File: config.mk
export PLATFORM = sky130hd
export DESIGN_NAME = uart_tx_fifo
export DESIGN_NICKNAME = d
export VERILOG_FILES = /design/src/rtl/uart_tx_fifo.sv
export SDC_FILE = /design/constraint.sdc
export NUM_CORES = 1
export LEC_CHECK = 0
export BUFFER_PORTS_ARGS = -buffer_cell sky130_fd_sc_hd__buf_4
export CAP_MARGIN = 20
export CORE_ASPECT_RATIO = 0.6
export CORE_MARGIN = 2
export CORE_UTILIZATION = 50
export CTS_CLUSTER_SIZE = 25
export DETAILED_ROUTE_END_ITERATION = 8
export PLACE_DENSITY = 0.67
export SETUP_SLACK_MARGIN = 0.5
export SYNTH_ARGS = -nofsm -noshare
export SYNTH_HDL_FRONTEND = slang
export SYNTH_SLANG_ARGS = --single-unit
File: constraint.sdc
create_clock -name i_Clock -period 2.93 [get_ports i_Clock]
set_input_delay 0.586 -clock i_Clock [delete_from_list [all_inputs] [get_ports i_Clock]]
set_output_delay 0.586 -clock i_Clock [all_outputs]
set_load 0.05 [all_outputs]
File: src/rtl/uart_tx_fifo.sv
// Byte FIFO feeding UART_TX: buffers producer writes and launches one frame
// at a time, waiting for the transmitter's end-of-frame before the next.
module uart_tx_fifo #(
  parameter  int DEPTH = 16,
  localparam int CNT_W = $clog2(DEPTH) + 1
) (
  input  logic             i_Clock,
  input  logic             i_Rst_L,
  input  logic             i_Wr_DV,
  input  logic [7:0]       i_Wr_Byte,
  output logic             o_Full,
  output logic             o_Empty,
  output logic [CNT_W-1:0] o_Count,
  output logic             o_Overflow,
  output logic             o_TX_DV,
  output logic [7:0]       o_TX_Byte,
  input  logic             i_TX_Active,
  input  logic             i_TX_Done
);

  localparam int AW = $clog2(DEPTH);

  typedef enum logic [1:0] {
    IDLE,
    LAUNCH,
    WAIT_ACT,
    WAIT_DONE
  } state_e;

  state_e           state_q, state_d;
  logic [AW-1:0]    wrPtr_q, wrPtr_d;
  logic [AW-1:0]    rdPtr_q, rdPtr_d;
  logic [CNT_W-1:0] count_q, count_d;
  logic             overflow_q, overflow_d;
  logic             txDv_q, txDv_d;
  logic [7:0]       txByte_q, txByte_d;
  logic [7:0]       mem [DEPTH];

  logic full, empty, pop, wrAccept;

  assign full     = (count_q == CNT_W'(DEPTH));
  assign empty    = (count_q == '0);
  assign pop      = (state_q == IDLE) && !empty;
  // A pop in the same cycle frees a slot, so a full FIFO can still accept.
  assign wrAccept = i_Wr_DV && (!full || pop);

  always_ff @(posedge i_Clock) begin
    if (wrAccept) begin
      mem[wrPtr_q] <= i_Wr_Byte;
    end
  end

  always_comb begin
    state_d    = state_q;
    wrPtr_d    = wrPtr_q;
    rdPtr_d    = rdPtr_q;
    count_d    = count_q;
    overflow_d = overflow_q;
    txDv_d     = 1'b0;
    txByte_d   = txByte_q;

    if (wrAccept) begin
      wrPtr_d = wrPtr_q + AW'(1);
    end
    if (pop) begin
      rdPtr_d = rdPtr_q + AW'(1);
    end

    case ({wrAccept, pop})
      2'b10:   count_d = count_q + CNT_W'(1);
      2'b01:   count_d = count_q - CNT_W'(1);
      default: count_d = count_q;
    endcase

    if (i_Wr_DV && !wrAccept) begin
      overflow_d = 1'b1;
    end

    case (state_q)
      IDLE: begin
        if (pop) begin
          txByte_d = mem[rdPtr_q];
          txDv_d   = 1'b1;
          state_d  = LAUNCH;
        end
      end
      LAUNCH: begin
        state_d = WAIT_ACT;
      end
      WAIT_ACT: begin
        // A done seen before active means a frame too short to observe busy.
        if (i_TX_Done) begin
          state_d = IDLE;
        end else if (i_TX_Active) begin
          state_d = WAIT_DONE;
        end
      end
      WAIT_DONE: begin
        if (i_TX_Done) begin
          state_d = IDLE;
        end
      end
      default: begin
        state_d = IDLE;
      end
    endcase
  end

  always_ff @(posedge i_Clock) begin
    if (!i_Rst_L) begin
      state_q    <= IDLE;
      wrPtr_q    <= '0;
      rdPtr_q    <= '0;
      count_q    <= '0;
      overflow_q <= 1'b0;
      txDv_q     <= 1'b0;
      txByte_q   <= 8'h00;
    end else begin
      state_q    <= state_d;
      wrPtr_q    <= wrPtr_d;
      rdPtr_q    <= rdPtr_d;
      count_q    <= count_d;
      overflow_q <= overflow_d;
      txDv_q     <= txDv_d;
      txByte_q   <= txByte_d;
    end
  end

  assign o_Full     = full;
  assign o_Empty    = empty;
  assign o_Count    = count_q;
  assign o_Overflow = overflow_q;
  assign o_TX_DV    = txDv_q;
  assign o_TX_Byte  = txByte_q;

endmodule

Yosys cells after proc, flatten, opt, wreduce, memory -nomap -nowiden
Memories as Yosys holds them, arrays and structs flattened. A register that Yosys moved wholly into a read port is not among the register bits.
Index checks and enable logic that the tools add are counted.
{"block": "op_classes", "eq_ne": 9, "n_reduce_logical": 14, "muxes": 9, "addsub": 4}
{"cell": "$pmux 5 s2", "count": 1}
{"cell": "$add 4x1->4 const B", "count": 2}
{"cell": "$mux 2", "count": 4}
{"cell": "$pmux 2 s4", "count": 1}
{"cell": "$eq 2x2->1 const B", "count": 3}
{"cell": "$add 5x1->5 const B", "count": 1}
{"cell": "$eq 5x5->1 const B", "count": 1}
{"cell": "$logic_not 5->1", "count": 1}
{"cell": "$sub 5x1->5 const B", "count": 1}
{"cell": "$eq 2x1->1 const B", "count": 2}
{"cell": "$logic_not 1->1", "count": 4}
{"cell": "$ne 2x2->1 const B", "count": 2}
{"cell": "$reduce_and 2->1", "count": 2}
{"cell": "$logic_and 1x1->1", "count": 3}
{"cell": "$mux 1", "count": 3}
{"cell": "$ne 3x3->1 const B", "count": 1}
{"cell": "$reduce_and 3->1", "count": 1}
{"cell": "$logic_not 2->1", "count": 1}
{"cell": "$reduce_bool 2->1", "count": 1}
{"cell": "$logic_or 1x1->1", "count": 1}
{"block": "totals", "ram_bits": 128, "inputBits": 13, "output_inout_bits": 17, "word_cells": 43, "regBits": 17, "memories": 1}
{"memory": "mem", "depth": 16, "word_bits": 8, "read_ports": 1, "rd_clocked_by_memory_dff": 1, "write_ports": 1, "line": "37", "text": "logic [7:0] mem [DEPTH];"}

Longest topological paths before layout
{"block": "logic_depth", "ltp_word": 7, "depth_mapped": 11, "ltp_nobuf": 10}

Worst setup path before layout
OpenSTA, ideal clock, no wires.
{"block": "synth_timing", "path_type": "register to register", "startpoint": "register count_q[0], in the netlist o_Count[0]", "endpoint": "register count_q[4], in the netlist o_Count[4]", "synth_period_minus_slack_ns": 2.629, "setup_ns": 0.077, "path_slack_ns": 0.301, "stages_incl_launch_ff": 11, "arrival_time_ns": 2.552, "n_path_buf": 0, "t_required_ns": 2.853, "cell_sequence": "dfxtp_1 nor4_4 a21oi_2 nand2_2 inv_2 ha_1 nor2b_1 o21ai_0 nand2_1 or4_1 a41oi_2"}
{"block": "synth_via", "elab_chain_cells": 7, "elab_cells_between_ends": 13, "classes_between": "add/sub: 2; eq/ne: 3; mux: 1; reduce/logical: 7"}
{"item": "from (decl)", "line": "33", "text": "logic [CNT_W-1:0] count_q, count_d;"}
{"item": "from (signal assigned)", "line": "122", "text": "count_q <= count_d;"}
{"item": "$logic_not 5->1", "line": "42", "text": "assign empty = (count_q == '0);"}
{"item": "$logic_not 1->1", "line": "43", "text": "assign pop = (state_q == IDLE) && !empty;"}
{"item": "$logic_and 1x1->1", "line": "43"}
{"item": "$logic_or 1x1->1", "line": "45", "text": "assign wrAccept = i_Wr_DV && (!full || pop);"}
{"item": "$logic_and 1x1->1", "line": "45"}
{"item": "$eq 2x1->1 / $eq 2x2->1 (equally long branches)", "line": "69", "text": "case ({wrAccept, pop})"}
{"item": "$pmux 5 s2 / $reduce_bool 2->1 (equally long branches)"}
Parallel ways exist; a longest one is shown, timed or not.
A chain may end at the register's enable or synchronous reset.

Worst setup path in the final report
{"block": "layout_timing", "startpoint": "register count_q[3], in the netlist o_Count[3]", "endpoint": "register count_q[4], in the netlist o_Count[4]"}
Same word-level chain as after synthesis.

==> run metrics <==
setup_tns=0 ns; static leakage=2.44 nW; Worst Path Required=3.26 ns; Worst-path clk slew=0.06 ns; mapped cell area=6100 µm²; GR Util All Layers=0.213; final hold vios=0; H-tree depth=4; top cells by count, synth=edfxtp_1 (128), nor2_1 (38), mux2i_1 (34); vias per cell=5.68; Die ar.=13100 µm²; crit path DAT=2.69 ns; Final #Nets=454; top-count cell post-synth=edfxtp_1; HPWL after detailed placement=8550 µm; DR DRC count=0; area taken by multi-input logic gates=1670 µm²; final setup skew=0.0119 ns; Clock Root Buffer=clkbuf_16; top post-synthesis cells by area=edfxtp_1 (63%), dfxtp_1 (8.2%), mux4_2 (5.9%), mux2i_1 (5.6%), nor2_1 (2.3%); startpoint type of the worst setup path=register; total number of vias=3464; ys flop type=edfxtp_1; worst-skew pair later-pin latency=0.42 ns; die width=147 µm; max_slew headroom=0.469; register area=4350 µm²; antenna violations before repair=0; Achievable Freq=0.424 GHz; status=completed; VDD IR max=472 µV; largest net degree at the start of global routing=29; DR WL/cell=21.4 µm; Post-Syn Area per Cell=16.1 µm²; # diodes=0; vias in the first global route=3317; Async SR Flop Fraction=0; fin. max-slew vios=0; pwr dens=886 nW/µm²; Post-Synthesis Cells=380; final instance area=7280 µm²; GR peak layer=met1; Crit Path Max Fanout=5; Max-cap violations=0; CTS tree=built; IO buf count=29; post-placement cell area=6610 µm²; Yosys warning total=0; global-route wire length before repair=19600 µm; Filler cells=866; Syn-to-layout area delta=19.3%; Post-DRT Antenna Nets=0; Std-Cell Rows=31; layout cells sized above 1=0.265; Worst-Margin Slew=0.796 ns; #FFs+latches synth=153; Final min period=2.36 ns; Post-synth EDFFs=128; DRC marker count from the first detailed-route iteration=317; RSZ-0062 raised after global routing=false; sequential area share after synthesis=0.712; final WL=13100 µm; Final period util=0.806; core area=12000 µm²; starting density of the core=0.509; area leader, netlist=edfxtp_1; CTS Sinks=153; Hold Crit Class=register to register; GR Util met2=0.305; syn nets=402; Synth top area share=0.630; Die H=89.6 µm; Crit Path Category=register to register; GR Util met1=0.312; Num CTS Buffers=17; grt total ovfl=0; final setup vio count=0; Yosys cell types=41; CTS max path bufs=2; grt met3 use=0.0616; global placer's final weighted congestion=0.821; Initial DRT Pass Iterations=5; Crit. End Element=register; Ports=30; reg-to-reg slack, setup=0.57 ns
-- registers in the layout, indices dropped and copies added, names as in the netlist --
name / flops
o_TX_DV: 1
o_TX_Byte: 8
rdPtr_q: 4
state_q: 2
o_Overflow: 1
wrPtr_q: 4
o_Count: 5
mem: 128
-- per-stage QoR --
stage	instances	setup slack [ns]	utilization	total power [mW]	hold WS, ns
after CTS	610	0.574	0.606	6.46	0.482
after global routing	610	0.507	0.607	6.71	0.503
after detailed placement	576	0.318	0.552	4.15	0.467
after floorplan	380	0.502	-	3.69	0.471
final	610	0.570	0.607	6.45	0.483
after global placement	576	0.487	0.552	4.12	0.449
-- kinds of logic after synthesis --
| kind of cell | Yosys count | share of synthesized area |
|---|---|---|
| compound gates | 54 | 0.0627 |
| xor+xnor | 8 | 0.0115 |
| fa+ha+maj | 9 | 0.0197 |
| buf+inv | 30 | 0.0203 |
| flops | 153 | 0.712 |
| mux | 50 | 0.115 |
| simple gates | 76 | 0.0591 |
-- layer usage --
layer	part of all wire	vias up	routed length [µm]
li1	-	1577	-
met1	0.45	1764	5910
met2	0.44	105	5690
met3	0.099	18	1290
met4	0.014	0	179
met5	0	-	0
-- what timing repair did --
item	CTS	global route
setup endpoints to repair	1	9
resized for setup	4	4
setup buffers	2	0
pin swaps	3	6
hold buffers	0	0
-- layout by cell type, fill, tap and decap left out, types with 2 or more instances in the layout --
cell,Yosys,final
a21oi_1,4,4
a22oi_1,8,8
a31oi_1,8,8
buf_4,0,53
bufinv_16,0,3
clkbuf_1,10,2
clkbuf_16,0,18
clkinv_2,0,4
clkinv_4,0,2
dfxtp_1,25,19
dfxtp_2,0,5
edfxtp_1,128,128
ha_1,8,7
inv_1,9,9
mux2i_1,34,34
mux4_2,16,16
nand2_1,11,11
nand2b_1,3,3
nand3_1,4,4
nand4_1,3,3
nor2_1,38,37
nor2b_1,4,4
nor3_1,5,5
o21ai_0,9,8
o22ai_1,16,16
xnor2_1,4,4
xor2_1,4,4
-- where the power goes --
group          switching (mW)  total (mW)  internal [mW]
clock                   0.842        2.26           1.41
combinational           0.991        1.57          0.578
sequential              0.137        2.63           2.49
-- final cells by class --
cell class / instances / area share
Clock buffer: 21 / 0.0648
Clock inverter: 11 / 0.0198
Inverter: 10 / 0.00550
Multi-Input combinational cell: 197 / 0.229
Sequential cell: 153 / 0.598
Tap cell: 165 / 0.0284
Timing Repair Buffer: 53 / 0.0546
-- critical path, stage by stage (launching register included) --
cell	delay (ns)
dfxtp_4	0.36
nor4_4	0.37
a21oi_4	0.10
nand2_2	0.11
inv_4	0.06
ha_4	0.22
nor2b_1	0.16
o21ai_2	0.20
nand2_1	0.11
or4_4	0.43
a41oi_2	0.14
-- path summary, 6_finish.rpt --
check,from,end,cells past startpoint
setup / recovery,o_Count[3]$_SDFFE_PN0P_,o_Count[4]$_SDFFE_PN0P_,10
hold / removal,o_Overflow$_SDFFE_PN0P_,o_Overflow$_SDFFE_PN0P_,1
setup reg to reg,o_Count[3]$_SDFFE_PN0P_,o_Count[4]$_SDFFE_PN0P_,10
hold reg to reg,o_Overflow$_SDFFE_PN0P_,o_Overflow$_SDFFE_PN0P_,1
(Power assumes the default switching activity.)
